## src/rtl/hazard_control.sv

```systemverilog
// Hazard detection and pipeline hold/flush control for a 5-stage RV32I pipeline.
// Covers load-use bubbles, taken-branch flushes and data-memory wait stalls, with perf counters.
module hazard_control #(
  parameter int LOAD_LAT = 1,
  parameter int CNT_W    = 32,
  parameter int FCNT_W   = 16
) (
  input  logic              clk,
  input  logic              rst,
  input  logic [4:0]        rs1_id,
  input  logic [4:0]        rs2_id,
  input  logic              use_rs1_id,
  input  logic              use_rs2_id,
  input  logic [4:0]        rd_ex,
  input  logic              DMRdex,
  input  logic              NextPCSrc,
  input  logic              mem_req_me,
  input  logic              mem_ready_me,
  output logic              hold_pc,
  output logic              hold_ifid,
  output logic              hold_idex,
  output logic              hold_exme,
  output logic              flush_ifid,
  output logic              flush_idex,
  output logic              flush_mewb,
  output logic [CNT_W-1:0]  stall_cnt,
  output logic [FCNT_W-1:0] flush_cnt
);

  typedef enum logic [1:0] {RUN, LOAD_STALL, MEM_WAIT} state_t;

  state_t            state_q, state_d;
  logic [1:0]        load_ctr_q, load_ctr_d;
  logic [CNT_W-1:0]  stall_cnt_q;
  logic [FCNT_W-1:0] flush_cnt_q;
  logic              flush_evt;
  logic              lu_hit;
  logic              mem_wait;

  assign lu_hit = DMRdex && (rd_ex != 5'd0) &&
                  ((use_rs1_id && (rs1_id == rd_ex)) || (use_rs2_id && (rs2_id == rd_ex)));
  assign mem_wait = mem_req_me && !mem_ready_me;

  always_comb begin
    hold_pc    = 1'b0;
    hold_ifid  = 1'b0;
    hold_idex  = 1'b0;
    hold_exme  = 1'b0;
    flush_ifid = 1'b0;
    flush_idex = 1'b0;
    flush_mewb = 1'b0;
    flush_evt  = 1'b0;
    state_d    = state_q;
    load_ctr_d = load_ctr_q;

    case (state_q)
      RUN: begin
        if (mem_wait) begin
          hold_pc    = 1'b1;
          hold_ifid  = 1'b1;
          hold_idex  = 1'b1;
          hold_exme  = 1'b1;
          flush_mewb = 1'b1;
          state_d    = MEM_WAIT;
        end else if (NextPCSrc) begin
          // The ID instruction is wrong-path, so a load-use match there is moot.
          flush_ifid = 1'b1;
          flush_idex = 1'b1;
          flush_evt  = 1'b1;
        end else if (lu_hit) begin
          hold_pc    = 1'b1;
          hold_ifid  = 1'b1;
          flush_idex = 1'b1;
          if (LOAD_LAT > 1) begin
            load_ctr_d = 2'(LOAD_LAT - 1);
            state_d    = LOAD_STALL;
          end
        end
      end
      LOAD_STALL: begin
        hold_pc    = 1'b1;
        hold_ifid  = 1'b1;
        flush_idex = 1'b1;
        if (mem_wait) begin
          // Memory stall freezes the bubble count so load latency is not eaten by it.
          hold_exme  = 1'b1;
          flush_mewb = 1'b1;
        end else begin
          load_ctr_d = load_ctr_q - 2'd1;
          if (load_ctr_q == 2'd1) begin
            state_d = RUN;
          end
        end
      end
      MEM_WAIT: begin
        if (mem_wait) begin
          hold_pc    = 1'b1;
          hold_ifid  = 1'b1;
          hold_idex  = 1'b1;
          hold_exme  = 1'b1;
          flush_mewb = 1'b1;
        end else begin
          state_d = RUN;
        end
      end
      default: state_d = RUN;
    endcase

    if (rst) begin
      hold_pc    = 1'b0;
      hold_ifid  = 1'b0;
      hold_idex  = 1'b0;
      hold_exme  = 1'b0;
      flush_ifid = 1'b0;
      flush_idex = 1'b0;
      flush_mewb = 1'b0;
      flush_evt  = 1'b0;
    end
  end

  always_ff @(posedge clk) begin
    if (rst) begin
      state_q     <= RUN;
      load_ctr_q  <= 2'd0;
      stall_cnt_q <= '0;
      flush_cnt_q <= '0;
    end else begin
      state_q    <= state_d;
      load_ctr_q <= load_ctr_d;
      if (hold_pc) begin
        stall_cnt_q <= stall_cnt_q + 1'b1;
      end
      if (flush_evt && (flush_cnt_q != '1)) begin
        flush_cnt_q <= flush_cnt_q + 1'b1;
      end
    end
  end

  assign stall_cnt = stall_cnt_q;
  assign flush_cnt = flush_cnt_q;

endmodule
```

## config.mk

```make
export PLATFORM = sky130hd
export DESIGN_NAME = hazard_control
export DESIGN_NICKNAME = d
export VERILOG_FILES = /design/src/rtl/hazard_control.sv
export SDC_FILE = /design/constraint.sdc
export NUM_CORES = 1
export LEC_CHECK = 0
export CORE_MARGIN = 1
export CORE_UTILIZATION = 51
export DETAILED_ROUTE_END_ITERATION = 10
export PLACE_DENSITY = 0.95
export RECOVER_POWER = 25
export SLEW_MARGIN = 20
export SYNTH_ARGS = -nofsm -noshare
export SYNTH_HDL_FRONTEND = slang
export SYNTH_SLANG_ARGS = --single-unit
```

## constraint.sdc

```tcl
create_clock -name clk -period 4.2 [get_ports clk]
set_input_delay 0.63 -clock clk [delete_from_list [all_inputs] [get_ports clk]]
set_output_delay 0.63 -clock clk [all_outputs]
set_load 0.01 [all_outputs]
```

# Word level (Yosys, flattened, before mapping)
# Cells that the tools add are included.
[op_classes]
addsub = 3
eq_ne = 10
muxes = 23
bitwise_logic = 1
reduce_logical = 14
[ops]
columns = ["operator", "n"]
rows = [
  ["32-bit by 1-bit adder with 32-bit output, second input constant", 1],
  ["16-bit by 1-bit adder with 16-bit output, second input constant", 1],
  ["1-bit two-way mux", 16],
  ["16-bit inequality test, second input constant", 1],
  ["5-bit == test", 2],
  ["2-bit two-way mux", 4],
  ["2-bit inequality test, second input constant", 4],
  ["1-bit logical AND", 6],
  ["2-bit case mux with 3 select lines", 1],
  ["5-bit nonzero test", 1],
  ["2-bit by 1-bit == test with 1-bit output, second input constant", 2],
  ["4-bit AND reduction", 1],
  ["1-bit case mux with 3 select lines", 1],
  ["3-bit OR reduction", 1],
  ["2-bit == test, second input constant", 1],
  ["2-bit logical NOT", 1],
  ["1-bit case mux with 2 select lines", 1],
  ["2-bit AND reduction", 1],
  ["2-bit OR reduction", 1],
  ["2-bit by 1-bit subtractor with 2-bit output, second input constant", 1],
  ["1-bit logical NOT", 1],
  ["1-bit logical OR", 1],
  ["1-bit NOT", 1],
]
[totals]
ff_bits = 52
input_bits = 23
output_inout_bits = 55
elab_cells = 55

# Logic depth before layout (Yosys ltp)
# Gate-level depths: netlist (run 1).
[logic_depth]
depth_word = 9
depth_mapped = 8
ltp_nobuf = 7

# Worst setup path before layout (run 1)
# OpenSTA, ideal clock, no wires.
[synth_path]
path_type = "input to output"
start = "input port rd_ex[1]"
end = "output port hold_pc"
arrival_time_ps = 2103
required_time_ps = 3570
setup_slack_ps = 1467
cell_stages = 6
path_buffers = 2
path_cell_list = "or4_1 o21a_1 a31oi_2 buf_4 nor2_1 buf_4"
[synth_via]
elab_chain_len = 9
word_cells_on_any_way = 13
cone_classes = "eq/ne: 2; mux: 5; reduce/logical: 6"
[synth_lines]
columns = ["item", "line", "rtl"]
rows = [
  ["start, declared", "14", "input logic [4:0] rd_ex,"],
  ["5-bit == test", "41", "((use_rs1_id && (rs1_id == rd_ex)) || (use_rs2_id && (rs2_id == rd_ex)));"],
  ["1-bit logical AND", "41", ""],
  ["1-bit logical OR", "41", ""],
  ["1-bit logical AND *", "40", "assign lu_hit = DMRdex && (rd_ex != 5'd0) &&"],
  ["1-bit two-way mux * (3 in series)", "--", ""],
  ["1-bit case mux with 3 select lines *", "--", ""],
  ["1-bit two-way mux *", "--", ""],
  ["end, declared", "19", "output logic hold_pc,"],
]
# Every way passes the cells marked *; elsewhere a longest branch is shown, timed or not.

# Worst setup path after layout (run 1)
[layout_path]
start = "input port rd_ex[1]"
end = "output port hold_pc"
[layout_via]
elab_chain_len = 9
word_cells_on_any_way = 13
cone_classes = "eq/ne: 2; mux: 5; reduce/logical: 6"
[layout_lines]
columns = ["item", "line", "rtl"]
rows = [
  ["5-bit == test", "41", ""],
  ["1-bit logical AND", "41", ""],
  ["1-bit logical OR", "41", ""],
  ["1-bit logical AND *", "40", ""],
  ["1-bit two-way mux *", "70", "end else if (lu_hit) begin"],
  ["1-bit two-way mux *", "65", "end else if (NextPCSrc) begin"],
  ["1-bit two-way mux *", "58", "if (mem_wait) begin"],
  ["1-bit case mux with 3 select lines *", "56", "case (state_q)"],
  ["1-bit two-way mux *", "109", "if (rst) begin"],
]
# Marked as above.

==> implementation parameters, run 1 <==
Parameter                              Value

Synthesis
  Count of cell types in the netlist ... 53
  Per-instance average area after synthesis ... 8.72 sq um
  Synth Warn # ... 0
  Sequential share of the synthesized area ... 36.5%
  Net count after synthesis ... 333
  Most frequent cell after synthesis ... sky130_fd_sc_hd__dfxtp_1
  Simple-gate share of the synthesized area ... 31.4%
  Top cell type by total area after synthesis ... sky130_fd_sc_hd__dfxtp_1
  Area fraction in compound gates after synthesis ... 15.5%
  Area share of the leading cell type in the synthesized netlist ... 36.5%
  Number of flip-flops and latches in the synthesized netlist ... 49
  Number of flops mapped to enable cells by yosys ... 0
  Main area contributors after synthesis ... sky130_fd_sc_hd__dfxtp_1 37%, sky130_fd_sc_hd__xnor2_1 5.5%, sky130_fd_sc_hd__a21oi_1 5.0%, sky130_fd_sc_hd__or4_1 3.4%, sky130_fd_sc_hd__nand4_1 3.3%
  Synthesized-area fraction occupied by xor and xnor cells ... under 10%
  Fraction of synthesized area in multiplexers ... approximately 2%
  Post-synthesis cell count ... 308
  Post-Syn Area ... roughly 0.0027 sq mm
  Main combinational cell family by area after synthesis ... simple AND/OR/NAND/NOR gates
  Most frequent cells after synthesis ... 49 x sky130_fd_sc_hd__dfxtp_1, 27 x sky130_fd_sc_hd__a21oi_1, 23 x sky130_fd_sc_hd__nor2_1, 18 x sky130_fd_sc_hd__nand2_1, 17 x sky130_fd_sc_hd__xnor2_1
  Post-synth top flop ... sky130_fd_sc_hd__dfxtp_1
  Adder-Cell Fraction of Synth Area ... 0.932%
  Fraction of registers with async set/reset ... 0%

Clock tree
  Clock root cell ... sky130_fd_sc_hd__clkbuf_8
  TritonCTS clock tree ... done
  Maximum buffer depth of the clock tree ... 2
  Reg clk slew, reported paths ... 0.10 ns
  Post-cts gate resize count ... 0
  Num CTS Buffers ... 5
  Post-CTS setup buffers ... 0
  Clock sinks ... 49
  Clock latency on the worst-skew pair ... 0.31 ns
  H-tree levels ... 2
  Hold bufs inserted after CTS ... 0

Worst setup path
  Critical-path top delay cell ... sky130_fd_sc_hd__or4_1
  Required time of the critical path ... 3.57 ns
  Worst reg2reg endpoint ... stall_cnt[21]
  Highest fanout seen on the critical path ... 18
  R2r worst-path depth ... 6
  Category of the most critical setup path ... input port to output pin
  Startpoint Class ... input port
  Top Family by Delay on Critical Path ... buffers and inverters
  Cell mode on critical path ... sky130_fd_sc_hd__clkdlybuf4s50_1
  Minimum setup slack among reg-to-reg paths ... 1.82 ns
  Worst Setup End Kind ... output pin
  Buffering stage count on the worst path with inverters included ... 3
  Max stage delay on crit path ... 0.55 ns
  R2r startpoint ... stall_cnt[3]
  Series of cell instances along the critical path ... clkdlybuf4s50_1 -> or4_1 -> o21a_1 -> a31oi_2 -> buf_4 -> nor2_1 -> clkdlybuf4s50_1
  Worst Path Arrival ... 2.91 ns

Global routing
  First-pass GRT wire length ... 10400 um
  Maximum number of pins on one net before global-route repair ... 58
  Number of global-route vias before repair ... 2402
  Total overflow reported by the global router ... 0
  Antenna violations before repair ... 0
  Combined global-route utilization of all metal layers ... 24.4%

Timing
  Sum of negative setup slack ... 0 ns
  Upper clock frequency limit ... 282 MHz
  Max-slew violation count ... 0
  Final worst path period share ... a little over four fifths
  Post-layout min period ... 3.54 ns
  Final Hold Violating Endpoints ... 0
  Worst Skew ... 0.0119 ns
  RSZ-0062 raised after global routing ... false
  Setup violation total in the final timing report ... 0
  Slew of the pin with the lowest slew margin ... around 1.1 ns
  Worst-case headroom to the max-slew limit ... approximately 29%

Floorplanning
  Core outline area ... 0.00507 sq mm
  Total I/O pin count ... between 70 and 80
  Initial standard-cell utilization of the core ... between 50 and 60%
  Floorplan die area ... around 0.0056 sq mm
  Floorplan die height ... ~75 um
  Die extent in x ... 74.6 um
  Cell row count ... 26

Power
  Peak supply drop ... 0.000216 V
  P per Cell Area ... between 200 and 300 mW/mm^2
  Net switching power ... 0.000202 W
  Share of total power in the clock network ... 39.5%
  Static leakage ... 1.21 nW
  Gate power share ... 8.4%
  Int Power ... 0.000701 W
  Register share of total power ... 52.1%
  Proportion of total power due to net switching ... 22.4%

Layout
  Relative area change from synthesis to final layout ... 31.5%
  Final Instance Count excl. Fillers ... 447
  Post-layout utilization of the core ... 69.6%
  Filler cells ... 419
  Ant. Diodes ... 0
  Fraction of layout instances using a drive strength above 1 ... around 8.0%
  Area of the multi-input gates ... between 0.0015 and 0.002 sq mm
  Net count, final ... 401
  Combined flip-flop and latch cell area ... 981 sq um

Placed design
  Final estimated routing congestion in global placement ... 0.809
  Detailed Place HPWL ... 4670 um
  Placed cell count ... 439
  Count of port buffers added during placement ... 77

Hold path
  Path class of the lowest-slack min-delay path ... flip-flop to flip-flop
  Worst min-delay path endpoint ... stall_cnt[29]
  Instance count along the most critical hold path ... 2
  Startpoint of the tightest hold check path ... stall_cnt[29]

Route
  Starting DRC count in detailed routing ... 198
  Final ANT Viol Nets ... 0
  Remaining routing DRC violations ... 0
  Average wire per standard cell ... 14.3 um
  First-pass iteration count of the detailed router ... 4
  Aggregate routed wire length ... 6410 um
  Vias per cell ... roughly 5.8
  Count of vias placed by the detailed router ... ~2600

Status
  Outcome ... complete, no violations

Flow run
  Count of max-cap constraint violations ... 0
==> cell type report <==
class | instances | area share [%]
clock inverter | 2 | 1.06
multi-input combinational | 235 | 43.6
timing repair buffer | 79 | 22.1
tap | 70 | 2.48
clock buffer | 6 | 2.34
inverter | 6 | 0.638
sequential | 49 | 27.8
==> state kept, by name (all words and copies together) (netlist names) <==
register and flops:
stall_cnt 32, flush_cnt 16, state_q 1
==> kinds of logic after synthesis <==
logic type      after synthesis
buf+inv                      24
compound gates               66
flops                        49
simple gates                139
xor+xnor                     23
fa+ha+maj                     2
mux                           5
==> power by group through the flow <==
stage / sequential (W) / clock (W) / combinational, W
after floorplan: 0.000482 / 0 / 0.0000389
after global placement: 0.000481 / 0 / 0.0000737
after detailed placement: 0.000481 / 0 / 0.0000765
after CTS: 0.000471 / 0.000361 / 0.0000770
after global routing: 0.000471 / 0.000383 / 0.0000823
final: 0.000470 / 0.000357 / 0.0000759
==> layout by cell type (no fill, tap or decap), types with 4 or more instances in the layout <==
cell type	count
sky130_fd_sc_hd__or4_1	12
sky130_fd_sc_hd__xnor2_1	17
sky130_fd_sc_hd__clkdlybuf4s50_1	50
sky130_fd_sc_hd__nor2_1	23
sky130_fd_sc_hd__clkbuf_8	6
sky130_fd_sc_hd__dlygate4sd3_1	26
sky130_fd_sc_hd__nor3_1	4
sky130_fd_sc_hd__nand4_1	14
sky130_fd_sc_hd__dfxtp_1	49
sky130_fd_sc_hd__o31ai_1	11
sky130_fd_sc_hd__nand3_1	12
sky130_fd_sc_hd__and3_1	6
sky130_fd_sc_hd__nor2b_1	7
sky130_fd_sc_hd__nand2_1	18
sky130_fd_sc_hd__a21oi_1	27
sky130_fd_sc_hd__inv_1	6
sky130_fd_sc_hd__xor2_1	6
sky130_fd_sc_hd__and2_1	6
sky130_fd_sc_hd__or3_1	14
sky130_fd_sc_hd__and4_1	5
sky130_fd_sc_hd__o21ai_0	15
==> per-layer routing <==
metal  vias to the layer above  GRT usage [%]  routed length, um
met5                         -              0                  0
met4                         0           11.9                176
met3                        19           4.74                340
met2                        95           42.6               3200
met1                      1221           28.4               2690
li1                       1258              -                  -
==> worst register-to-register path: cells and delay by family, from the launching register on <==
| kind | cells | cell delay, ns |
|---|---|---|
| AOI/OAI and AO/OA | 1 | 0.17 |
| DFF | 1 | 0.45 |
| and+or+nand+nor | 5 | 1.69 |
==> worst max-delay path by stage <==
stage,slack [ns],cells past startpoint,startpoint,endpoint
after global routing,0.54,7,rd_ex[1],hold_pc
after floorplan,1.47,6,rd_ex[1],hold_pc
after detailed placement,0.66,7,rd_ex[1],hold_pc
after global placement,0.72,7,rd_ex[1],hold_ifid
final,0.66,7,rd_ex[1],hold_pc
after CTS,0.66,7,rd_ex[1],hold_pc
==> through the flow <==
step                hold slack [ns]  worst slack [ns]  power, W  cell area, sq um
CTS                           0.507             0.660  0.000909              3530
floorplan                     0.508              1.47  0.000521              2690
detailed placement            0.493             0.664  0.000558              3410
finish                        0.504             0.657  0.000903              3530
global route                  0.524             0.538  0.000936              3530
global placement              0.476             0.719  0.000555              3410
Power figures use the tool's default switching activity.
==> inputs of run 2 (changes only) <==
--- a/config.mk
+++ b/config.mk
@@ -6,9 +6,9 @@
 export NUM_CORES = 1
 export LEC_CHECK = 0
 export CORE_MARGIN = 1
-export CORE_UTILIZATION = 51
+export CORE_UTILIZATION = 48
 export DETAILED_ROUTE_END_ITERATION = 10
-export PLACE_DENSITY = 0.95
+export PLACE_DENSITY = 0.92
 export RECOVER_POWER = 25
 export SLEW_MARGIN = 20
 export SYNTH_ARGS = -nofsm -noshare
==> constraint.sdc (replaced) <==
create_clock -name clk -period 3.5 [get_ports clk]
set_input_delay 0.525 -clock clk [delete_from_list [all_inputs] [get_ports clk]]
set_output_delay 0.525 -clock clk [all_outputs]
set_load 0.01 [all_outputs]
==> run 2 against run 1 <==
  * Hold slack lost 0.00053 ns
  * Global-route usage is 0.99 points lower
  * Combinational power rose by 22%
  * Wire length grew 6.1%
  * Non-clock buffer count rose by 2
  * Clock-buffer cell count fell by 1
  * Power up 26%
  * Register-to-register slack got worse by 0.73 ns
  * First-iteration DRC count shrank 22%
  * Via count rose by 1.4%
==> implementation parameters, run 2 (same netlist as run 1, synthesis figures left out) <==
Parameter                              Value

Clock tree
  Clock latency on the worst-skew pair ... 0.30 ns
  Num CTS Buffers ... 5
  Reg clk slew, reported paths ... 0.09 ns
  H-tree levels ... 2
  Post-CTS setup buffers ... 0
  Hold bufs inserted after CTS ... 0
  Post-cts gate resize count ... 0
  Clock sinks ... between 40 and 50
  Clock root cell ... sky130_fd_sc_hd__clkbuf_8
  TritonCTS clock tree ... done
  Maximum buffer depth of the clock tree ... 2

Global routing
  Number of global-route vias before repair ... 2495
  Gr busiest metal ... met2
  Met3 Use GR ... under 10%
  Maximum number of pins on one net before global-route repair ... 37
  Combined global-route utilization of all metal layers ... approximately a quarter
  Antenna violations before repair ... 0
  Met2 Usage GRT ... 42.3%
  Met1 Use GR ... 27.4%
  First-pass GRT wire length ... 11300 um
  Total overflow reported by the global router ... 0

Hold path
  Worst min-delay path endpoint ... stall_cnt[19]
  Path class of the lowest-slack min-delay path ... flip-flop to flip-flop
  Startpoint of the tightest hold check path ... stall_cnt[19]
  Instance count along the most critical hold path ... 2

Worst setup path
  R2r startpoint ... stall_cnt[3]
  Highest fanout seen on the critical path ... 4
  Minimum setup slack among reg-to-reg paths ... 1.09 ns
  Category of the most critical setup path ... input port to output pin
  Required time of the critical path ... 2.97 ns
  Worst reg2reg endpoint ... stall_cnt[18]
  Series of cell instances along the critical path ... clkdlybuf4s50_1 -> or4_1 -> o21a_1 -> a31oi_2 -> nor2_1 -> clkdlybuf4s50_1
  Critical-path top delay cell ... sky130_fd_sc_hd__or4_1
  Max stage delay on crit path ... between 0.5 and 0.6 ns
  Worst Path Arrival ... 2.63 ns
  Cell mode on critical path ... sky130_fd_sc_hd__clkdlybuf4s50_1
  R2r worst-path depth ... 6
  Worst Setup End Kind ... output pin
  Startpoint Class ... input port

Floorplanning
  Floorplan die area ... 0.00590 sq mm
  Core outline area ... 0.00524 sq mm
  Initial standard-cell utilization of the core ... between 50% and 60%
  Die extent in x ... 76.8 um
  Cell row count ... 26
  Floorplan die height ... 76.8 um
  Total I/O pin count ... 78

Route
  Count of vias placed by the detailed router ... 2629
  First-pass iteration count of the detailed router ... 5
  Starting DRC count in detailed routing ... ~160
  Aggregate routed wire length ... 6800 um
  Final ANT Viol Nets ... 0
  Average wire per standard cell ... 15.1 um
  Vias per cell ... 5.86
  Remaining routing DRC violations ... 0

Layout
  Final Instance Count excl. Fillers ... 449
  Relative area change from synthesis to final layout ... 32.6%
  Most common library cell in the layout ignoring fill and taps ... sky130_fd_sc_hd__clkdlybuf4s50_1
  Net count, final ... just over 400
  Ant. Diodes ... 0
  Leading cell types in the layout, fill and taps excluded ... 50 x sky130_fd_sc_hd__clkdlybuf4s50_1, 49 x sky130_fd_sc_hd__dfxtp_1, 27 x sky130_fd_sc_hd__a21oi_1
  Flip-flop count of the largest register, all copies and words added ... 32
  Post-layout utilization of the core ... 68.0%
  Fraction of layout instances using a drive strength above 1 ... 8.44%

Power
  P per Cell Area ... 319 mW/mm^2
  Static leakage ... around 1.2 nW
  Peak supply drop ... 0.000206 V
  Overall Power ... 0.00114 W

Timing
  Worst-case headroom to the max-slew limit ... 57.6%
  Upper clock frequency limit ... 317 MHz
  Final Hold Violating Endpoints ... 0
  Max-slew violation count ... 0
  Setup violation total in the final timing report ... 0
  Slew of the pin with the lowest slew margin ... between 0.6 and 0.7 ns
  Sum of negative setup slack ... 0 ns
  RSZ-0062 raised after global routing ... false
  Final worst path period share ... about 90%
  Worst Skew ... between 0.01 and 0.015 ns
  Post-layout min period ... 3.15 ns

Placed design
  Detailed Place HPWL ... roughly 4800 um
  Placed cell count ... roughly 440
  Final estimated routing congestion in global placement ... 0.812
  Count of port buffers added during placement ... 77

Status
  Outcome ... complete, no violations

Flow run
  Count of max-cap constraint violations ... 0
run 2: changes by cell type in the layout (fill, tap and decap cells not counted):
cell / delta
sky130_fd_sc_hd__clkinvlp_4: -1
sky130_fd_sc_hd__clkinv_2: +1
sky130_fd_sc_hd__clkbuf_8: -1
sky130_fd_sc_hd__bufinv_16: +1
sky130_fd_sc_hd__buf_4: +2
run 2: stage by stage:
stage | setup slack (ns) | hold slack [ns] | instance area [sq um]
3_5_place_dp | 0.359 | 0.491 | 3430
2_1_floorplan | 0.977 | 0.508 | 2690
5_1_grt | 0.292 | 0.535 | 3560
3_3_place_gp | 0.445 | 0.479 | 3430
6_report | 0.346 | 0.504 | 3560
4_1_cts | 0.362 | 0.509 | 3560
run 2: worst max-delay path, delay by kind of cell:
| kind | cells | cell delay [ns] |
|---|---|---|
| AOI/OAI and AO/OA | 2 | 0.47 |
| buffers and inverters | 2 | 0.97 |
| and+or+nand+nor | 2 | 0.66 |
run 2: cell type report:
class,instances,area (sq um)
fillers,427,1680
multi-input cells,235,1540
flip-flops and latches,49,981
repair buffers,81,796
well taps,70,87.6
clock buffers,5,68.8
clock inverters,3,65.1
inverters,6,22.5
run 2: worst max path at each step:
stage,from,endpoint,slack [ns],cells past startpoint
global route,rd_ex[1],hold_ifid,0.29,6
global placement,rd_ex[1],hold_ifid,0.45,6
finish,rd_ex[1],hold_pc,0.35,6
CTS,rd_ex[1],hold_pc,0.36,6
floorplan,rd_ex[1],hold_pc,0.98,6
detailed placement,rd_ex[1],hold_pc,0.36,6
run 2: power by group:
part	leakage [nW]	switching, W	internal, W
sequential	0.395	0.00000429	0.000560
combinational	0.768	0.0000434	0.0000492
clock	0.0681	0.000195	0.000284
total	1.23	0.000242	0.000894
run 2: routing by layer:
layer / up-vias / wire length, um
met1: 1260 / 2910
met4: 0 / 99
met5: - / 0
li1: 1270 / -
met3: 11 / 368
met2: 88 / 3410
